`src/rtl/dmem_port_arbiter_if.sv`:
```
// Bundle of the CPU, host and data-memory buses around the DM port arbiter.
// The arbiter attaches through the slave modport; the surrounding system
// (CPU, host requester and the memory itself) attaches through master.
interface dmem_port_arbiter_if #(
  parameter int unsigned AW         = 32,
  parameter int unsigned DW         = 32,
  parameter int unsigned FIFO_DEPTH = 4
);

  localparam int unsigned LW = $clog2(FIFO_DEPTH) + 1;

  // CPU side
  logic          cpu_cs;
  logic          cpu_we;
  logic [AW-1:0] cpu_addr;
  logic [DW-1:0] cpu_wdata;
  logic [DW-1:0] cpu_rdata;
  logic          cpu_stall;

  // Host request side
  logic          host_valid;
  logic          host_ready;
  logic          host_we;
  logic [AW-1:0] host_addr;
  logic [DW-1:0] host_wdata;
  logic          host_rvalid;
  logic [DW-1:0] host_rdata;
  logic [LW-1:0] fifo_level;

  // Data-memory port
  logic          mem_cs;
  logic          mem_we;
  logic [AW-1:0] mem_addr;
  logic [DW-1:0] mem_wdata;
  logic [DW-1:0] mem_rdata;

  modport slave (
    input  cpu_cs, cpu_we, cpu_addr, cpu_wdata,
    output cpu_rdata, cpu_stall,
    input  host_valid, host_we, host_addr, host_wdata,
    output host_ready, host_rvalid, host_rdata, fifo_level,
    output mem_cs, mem_we, mem_addr, mem_wdata,
    input  mem_rdata
  );

  modport master (
    output cpu_cs, cpu_we, cpu_addr, cpu_wdata,
    input  cpu_rdata, cpu_stall,
    output host_valid, host_we, host_addr, host_wdata,
    input  host_ready, host_rvalid, host_rdata, fifo_level,
    input  mem_cs, mem_we, mem_addr, mem_wdata,
    output mem_rdata
  );

endinterface

```
`src/rtl/dmem_port_arbiter.sv`:
```
// Shares the single data-memory port between the CPU and a host requester.
// Host requests are queued in a small FIFO and issued in cycles the CPU leaves
// idle. If the FIFO head is held off by the CPU for MAX_WAIT cycles, the next
// cycle stalls the CPU and hands the port to the host (forced slot).
module dmem_port_arbiter #(
  parameter int unsigned AW         = 32,
  parameter int unsigned DW         = 32,
  parameter int unsigned FIFO_DEPTH = 4,
  parameter int unsigned MAX_WAIT   = 16
) (
  input logic                clk,
  input logic                rst,
  dmem_port_arbiter_if.slave bus
);

  localparam int unsigned PW = $clog2(FIFO_DEPTH);
  localparam int unsigned LW = PW + 1;
  localparam int unsigned CW = $clog2(MAX_WAIT + 1);

  localparam logic [LW-1:0] LevelFull = LW'(FIFO_DEPTH);
  localparam logic [CW-1:0] WaitMax   = CW'(MAX_WAIT);

  typedef enum logic [0:0] {
    StNormal,
    StForce
  } state_e;

  // Request storage; contents need no reset, validity is tracked by level_q.
  logic          ent_we_q    [FIFO_DEPTH];
  logic [AW-1:0] ent_addr_q  [FIFO_DEPTH];
  logic [DW-1:0] ent_wdata_q [FIFO_DEPTH];

  logic [PW-1:0] wr_ptr_q, wr_ptr_d;
  logic [PW-1:0] rd_ptr_q, rd_ptr_d;
  logic [LW-1:0] level_q, level_d;
  logic [CW-1:0] wait_cnt_q, wait_cnt_d;
  state_e        state_q, state_d;
  logic          rvalid_q;
  logic [DW-1:0] rdata_q;

  logic          full;
  logic          empty;
  logic          push;
  logic          pop;
  logic          grant_cpu;
  logic          grant_host;
  logic          stall;
  logic          head_we;
  logic [AW-1:0] head_addr;
  logic [DW-1:0] head_wdata;

  assign full       = (level_q == LevelFull);
  assign empty      = (level_q == '0);
  assign head_we    = ent_we_q[rd_ptr_q];
  assign head_addr  = ent_addr_q[rd_ptr_q];
  assign head_wdata = ent_wdata_q[rd_ptr_q];

  // Full blocks a push even when the head pops in the same cycle.
  assign bus.host_ready = ~full & ~rst;
  assign push           = bus.host_valid & bus.host_ready;
  assign pop            = grant_host;

  // FIFO pointer and occupancy next-state; pointers wrap by natural overflow.
  always_comb begin
    wr_ptr_d = wr_ptr_q;
    rd_ptr_d = rd_ptr_q;
    level_d  = level_q;
    if (push) begin
      wr_ptr_d = wr_ptr_q + PW'(1);
    end
    if (pop) begin
      rd_ptr_d = rd_ptr_q + PW'(1);
    end
    if (push && !pop) begin
      level_d = level_q + LW'(1);
    end else if (pop && !push) begin
      level_d = level_q - LW'(1);
    end
  end

  // Request storage write on an accepted host transfer.
  always_ff @(posedge clk) begin
    if (push) begin
      ent_we_q[wr_ptr_q]    <= bus.host_we;
      ent_addr_q[wr_ptr_q]  <= bus.host_addr;
      ent_wdata_q[wr_ptr_q] <= bus.host_wdata;
    end
  end

  // Arbitration FSM: grants from registered state, plus the starvation counter.
  always_comb begin
    state_d    = state_q;
    wait_cnt_d = wait_cnt_q;
    grant_cpu  = 1'b0;
    grant_host = 1'b0;
    stall      = 1'b0;

    unique case (state_q)
      StNormal: begin
        if (bus.cpu_cs) begin
          grant_cpu = 1'b1;
        end else if (!empty) begin
          grant_host = 1'b1;
        end
      end
      StForce: begin
        stall      = 1'b1;
        grant_host = ~empty;
      end
    endcase

    // Nothing reaches the memory port while reset is held.
    if (rst) begin
      grant_cpu  = 1'b0;
      grant_host = 1'b0;
      stall      = 1'b0;
    end

    if (grant_host || empty) begin
      wait_cnt_d = '0;
      state_d    = StNormal;
    end else if (grant_cpu) begin
      // Head present but the CPU took the port: one more blocked cycle.
      if (wait_cnt_q != WaitMax) begin
        wait_cnt_d = wait_cnt_q + CW'(1);
      end
      if (wait_cnt_d == WaitMax) begin
        state_d = StForce;
      end
    end
  end

  // Memory port mux and pass-through outputs.
  always_comb begin
    bus.mem_cs    = grant_cpu | grant_host;
    bus.mem_we    = 1'b0;
    bus.mem_addr  = bus.cpu_addr;
    bus.mem_wdata = bus.cpu_wdata;
    if (grant_host) begin
      bus.mem_we    = head_we;
      bus.mem_addr  = head_addr;
      bus.mem_wdata = head_wdata;
    end else if (grant_cpu) begin
      bus.mem_we = bus.cpu_we;
    end
    bus.cpu_rdata   = bus.mem_rdata;
    bus.cpu_stall   = stall;
    bus.fifo_level  = level_q;
    bus.host_rvalid = rvalid_q;
    bus.host_rdata  = rdata_q;
  end

  // Control state register: FIFO pointers, occupancy, wait counter, FSM state.
  always_ff @(posedge clk or posedge rst) begin
    if (rst) begin
      wr_ptr_q   <= '0;
      rd_ptr_q   <= '0;
      level_q    <= '0;
      wait_cnt_q <= '0;
      state_q    <= StNormal;
    end else begin
      wr_ptr_q   <= wr_ptr_d;
      rd_ptr_q   <= rd_ptr_d;
      level_q    <= level_d;
      wait_cnt_q <= wait_cnt_d;
      state_q    <= state_d;
    end
  end

  // Host read return: capture memory data in the grant cycle, pulse valid next cycle.
  always_ff @(posedge clk or posedge rst) begin
    if (rst) begin
      rvalid_q <= 1'b0;
      rdata_q  <= '0;
    end else begin
      rvalid_q <= pop & ~head_we;
      if (pop && !head_we) begin
        rdata_q <= bus.mem_rdata;
      end
    end
  end

`ifndef SYNTHESIS
  a_level_bound : assert property (@(posedge clk) disable iff (rst) level_q <= LevelFull);
  a_force_sat   : assert property (@(posedge clk) disable iff (rst)
                                   (state_q == StForce) == (wait_cnt_q == WaitMax));
  a_force_head  : assert property (@(posedge clk) disable iff (rst)
                                   (state_q == StForce) |-> !empty);
`endif

endmodule

```
`src/flat_wrapper.sv`:
```
// flat-port wrapper written by rule: the top's interface ports become plain ports
module dmem_port_arbiter_flat 
#(
  parameter int unsigned AW         = 32,
  parameter int unsigned DW         = 32,
  parameter int unsigned FIFO_DEPTH = 4,
  parameter int unsigned MAX_WAIT   = 16
)
  (clk, rst, bus_cpu_cs, bus_cpu_we, bus_cpu_addr, bus_cpu_wdata, bus_cpu_rdata, bus_cpu_stall, bus_host_valid, bus_host_we, bus_host_addr, bus_host_wdata, bus_host_ready, bus_host_rvalid, bus_host_rdata, bus_fifo_level, bus_mem_cs, bus_mem_we, bus_mem_addr, bus_mem_wdata, bus_mem_rdata);
  dmem_port_arbiter_if #(.AW(AW), .DW(DW), .FIFO_DEPTH(FIFO_DEPTH)) bus_i ();
  input logic clk;
  input logic rst;
  input wire logic [$bits(bus_i.cpu_cs)-1:0] bus_cpu_cs;
  input wire logic [$bits(bus_i.cpu_we)-1:0] bus_cpu_we;
  input wire logic [$bits(bus_i.cpu_addr)-1:0] bus_cpu_addr;
  input wire logic [$bits(bus_i.cpu_wdata)-1:0] bus_cpu_wdata;
  output wire logic [$bits(bus_i.cpu_rdata)-1:0] bus_cpu_rdata;
  output wire logic [$bits(bus_i.cpu_stall)-1:0] bus_cpu_stall;
  input wire logic [$bits(bus_i.host_valid)-1:0] bus_host_valid;
  input wire logic [$bits(bus_i.host_we)-1:0] bus_host_we;
  input wire logic [$bits(bus_i.host_addr)-1:0] bus_host_addr;
  input wire logic [$bits(bus_i.host_wdata)-1:0] bus_host_wdata;
  output wire logic [$bits(bus_i.host_ready)-1:0] bus_host_ready;
  output wire logic [$bits(bus_i.host_rvalid)-1:0] bus_host_rvalid;
  output wire logic [$bits(bus_i.host_rdata)-1:0] bus_host_rdata;
  output wire logic [$bits(bus_i.fifo_level)-1:0] bus_fifo_level;
  output wire logic [$bits(bus_i.mem_cs)-1:0] bus_mem_cs;
  output wire logic [$bits(bus_i.mem_we)-1:0] bus_mem_we;
  output wire logic [$bits(bus_i.mem_addr)-1:0] bus_mem_addr;
  output wire logic [$bits(bus_i.mem_wdata)-1:0] bus_mem_wdata;
  input wire logic [$bits(bus_i.mem_rdata)-1:0] bus_mem_rdata;
  assign bus_i.cpu_cs = bus_cpu_cs;
  assign bus_i.cpu_we = bus_cpu_we;
  assign bus_i.cpu_addr = bus_cpu_addr;
  assign bus_i.cpu_wdata = bus_cpu_wdata;
  assign bus_cpu_rdata = bus_i.cpu_rdata;
  assign bus_cpu_stall = bus_i.cpu_stall;
  assign bus_i.host_valid = bus_host_valid;
  assign bus_i.host_we = bus_host_we;
  assign bus_i.host_addr = bus_host_addr;
  assign bus_i.host_wdata = bus_host_wdata;
  assign bus_host_ready = bus_i.host_ready;
  assign bus_host_rvalid = bus_i.host_rvalid;
  assign bus_host_rdata = bus_i.host_rdata;
  assign bus_fifo_level = bus_i.fifo_level;
  assign bus_mem_cs = bus_i.mem_cs;
  assign bus_mem_we = bus_i.mem_we;
  assign bus_mem_addr = bus_i.mem_addr;
  assign bus_mem_wdata = bus_i.mem_wdata;
  assign bus_i.mem_rdata = bus_mem_rdata;
  dmem_port_arbiter #(.AW(AW), .DW(DW), .FIFO_DEPTH(FIFO_DEPTH), .MAX_WAIT(MAX_WAIT)) u_core (.clk(clk), .rst(rst), .bus(bus_i));
endmodule
```
`config.mk`:
```
export PLATFORM = sky130hd
export DESIGN_NAME = dmem_port_arbiter_flat
export DESIGN_NICKNAME = d
export VERILOG_FILES = /design/src/rtl/dmem_port_arbiter_if.sv /design/src/rtl/dmem_port_arbiter.sv /design/src/flat_wrapper.sv
export SDC_FILE = /design/constraint.sdc
export NUM_CORES = 1
export LEC_CHECK = 0
export CAP_MARGIN = 5
export CORE_ASPECT_RATIO = 1.2
export CORE_UTILIZATION = 54
export CTS_CLUSTER_DIAMETER = 150
export DETAILED_ROUTE_END_ITERATION = 7
export GPL_ROUTABILITY_DRIVEN = 0
export PLACE_DENSITY = 0.86
export SETUP_SLACK_MARGIN = 0.2
export SYNTH_ARGS = -nofsm -noshare
export SYNTH_HDL_FRONTEND = slang
export SYNTH_SLANG_ARGS = --single-unit
```
`constraint.sdc`:
```
create_clock -name clk -period 7.1 [get_ports clk]
set_input_delay 0.71 -clock clk [delete_from_list [all_inputs] [get_ports clk]]
set_output_delay 0.71 -clock clk [all_outputs]
set_load 0.05 [all_outputs]
```
==> metrics.txt <==
status complete, no violations; Max H-tree Level 1; postcts setup bufs 0; dominant cells by area after synthesis edfxtp_1 62%, mux4_2 12%, dfrtp_1 9.1%; Site Rows 60; PortBufs 301; 1st-iter DRT viols 296; synthesized flop and latch total 306; Netlist cell types 38; Post-CTS Resized 0; Critical R2R Launch u_core.rd_ptr_q[1]$_DFFE_PP0N_; Die Height 169 um; pre-CTS setup slack 3.02 ns; Yosys top cell area share 62.0%; Critical Path Source u_core.rd_ptr_q[0]$_DFFE_PP0N_; f_max 223 MHz; Post-Syn Area 12,600 um^2; largest net degree at the start of global routing 66; vias per cell 5.42; DPL Wire Length 16.9 mm; clock latency on the worst-skew pair 0.54 ns; WS Path Type flop to output pin; Slew Viols, Final 0; crit start category flop; global-route wire length before repair 39.7 mm; arrival time at the worst endpoint 3.78 ns; PnR worst setup slack 2.61 ns; Fill cells 1,381; gr ovfl total 0; via count 6,591; fin cells 1,216; Detailed Route WL 26.5 mm; Worst Setup End Kind output pin; sequential cell area fraction in the yosys report 71.1%; CTS Root Cell clkbuf_16; RSZ-0062 raised after global routing no; Hold/Removal Path Class flop to flop; total CTS buffers 30; final hold viol count 0; total of max-cap violations 0; post-route clock period utilization 63.2%; Max-slew headroom 28.8%; min-delay src u_core.bus.host_rdata[21]$_DFFE_PP0P_; CTS Hold Bufs 0; vias in the first global route 7,008; core area 22,700 um^2; Tmin final 4.49 ns; syn_nets 774; clk_skew 0.00988 ns; Lkg Pwr 5.72 nW; warning count from the yosys run 0; crit-path max FO 34; Mapped Cells 600; Setup TNS 0 ns; peak supply drop 0.269 mV; clk slew on worst S/H paths 0.06 ns; CTS tree done; I/O Pins 302; Finished Core Util 73.6%; share of post-route cells with drive strength above 1 24.8%; CTS Sinks 306; placed cell count 1,157; nets 1,053; post-DR wirelength/cell 21.8 um; drt drc 0; Die Wd 141 um; Die ar. 23,900 um^2; DRT Pass-1 Iters 4; initial antenna violation count 4; Total GRT Usage 22.4%; Worst-Margin Slew 1.07 ns; cell accounting for the most synthesized area edfxtp_1; Clock Tree Buf Depth 3; Post-Syn Area per Cell 21.0 um^2; Power per Cell Area 389 nW/um^2; critical path required time 6.39 ns; final setup vio count 0; antenna-violating nets left 0; area delta synth->final 32.4%; Starting Density 55.6%
kinds of logic after synthesis:
logic type	after synthesis	share of synthesized area, %
AO/OA/AOI/OAI	15	0.745
buffers and inverters	66	3.84
flip-flops	306	71.1
XOR/XNOR	7	0.487
multiplexers	163	21.2
AND/OR/NAND/NOR	35	1.71
adder cells (fa/ha/maj)	8	0.854
routing by layer:
layer	up-vias	global-route usage (%)	wire length [um]
met4	0	7.95	705
met1	3322	25.2	9510
met3	42	4.60	1860
met2	282	42.0	14400
li1	2945	-	-
met5	-	0	0
stage by stage:
stage          area [um^2]  total power [mW]  hold WS (ns)
6_report             16700              6.49         0.507
5_1_grt              16700              6.75         0.515
4_1_cts              16700              6.56         0.508
3_5_place_dp         15600              4.86         0.493
3_3_place_gp         15600              4.82         0.490
2_1_floorplan        12600              4.15         0.505
sequential cells by signal, indices dropped and copies added (netlist names):
register                cells
u_core.wait_cnt_q           5
u_core.bus.fifo_level       3
u_core.state_q              1
u_core.rd_ptr_q             2
u_core.bus.host_rvalid      1
u_core.wr_ptr_q             2
u_core.ent_addr_q         128
u_core.bus.host_rdata      32
u_core.ent_we_q             4
u_core.ent_wdata_q        128
cells in the final DEF (no fill, tap or decap), types with 7 or more instances in the layout:
master           Yosys  final
clkdlybuf4s50_1      0    301
edfxtp_1           260    260
mux2_2              69     69
mux4_2              65     65
dfrtp_1             46     44
clkbuf_16            0     31
mux2_4              29     29
o21ai_0              7      7
ha_1                 7      7
clkinv_1             0      7
bufinv_16            0      7
synth_stat cells:
| master | number |
|---|---|
| or3_1 | 1 |
| a22o_1 | 2 |
| buf_2 | 6 |
| buf_12 | 3 |
| nor3b_1 | 1 |
| o21ai_0 | 7 |
| nor4_1 | 1 |
| mux2_2 | 69 |
| xnor2_1 | 4 |
| nor2_1 | 5 |
| nor3_2 | 2 |
| mux4_2 | 65 |
| dfrtp_1 | 46 |
| inv_1 | 7 |
| clkbuf_1 | 7 |
| fa_1 | 1 |
| o221ai_1 | 1 |
| and2_0 | 1 |
| inv_2 | 1 |
| ha_1 | 7 |
| nor2b_1 | 4 |
| nand2_1 | 6 |
| mux2_4 | 29 |
| o31a_1 | 1 |
| nor2_8 | 1 |
| buf_4 | 36 |
| nand3b_1 | 1 |
| o32ai_1 | 1 |
| and3_1 | 4 |
| a21oi_1 | 3 |
| xor2_1 | 3 |
| or3b_2 | 1 |
| and2_1 | 1 |
| nor4b_1 | 1 |
| nand3_1 | 4 |
| buf_6 | 6 |
| nand2b_1 | 1 |
| edfxtp_1 | 260 |
report_power, final:
part | switching [mW] | internal, mW | total, mW
logic | 1.33 | 1.04 | 2.37
clock network | 0.640 | 1.05 | 1.69
registers | 0.186 | 2.25 | 2.44
path summary, 6_finish.rpt:
check | to | slack [ns] | depth (start not counted)
setup / recovery | bus_mem_wdata[11] | 2.61 | 4
hold / removal | u_core.bus.host_rdata[21]$_DFFE_PP0P_ | 0.51 | 1
setup reg to reg | u_core.bus.host_rdata[22]$_DFFE_PP0P_ | 4.18 | 4
hold reg to reg | u_core.bus.host_rdata[21]$_DFFE_PP0P_ | 0.51 | 1
max in group asynchronous | u_core.rd_ptr_q[0]$_DFFE_PP0N_ | 5.43 | 2
min in group asynchronous | u_core.bus.host_rdata[29]$_DFFE_PP0P_ | 0.97 | 2
cell type report:
class	count	area, um^2	share of cell area [%]
Multi-Input combinational cell	228	3180	19.1
Clock buffer	35	791	4.74
Antenna cell	3	7.51	0.0450
Timing Repair Buffer	305	3040	18.2
Clock inverter	21	278	1.67
Tap cell	310	388	2.33
Sequential cell	306	8960	53.7
Inverter	8	30.0	0.180
critical path: stages (launching register included):
cell and delay (ns):
dfrtp_4 0.88, buf_4 0.68, mux4_2 0.63, mux2_2 0.29
clkdlybuf4s50_1 0.72
(Power assumes the default switching activity.)
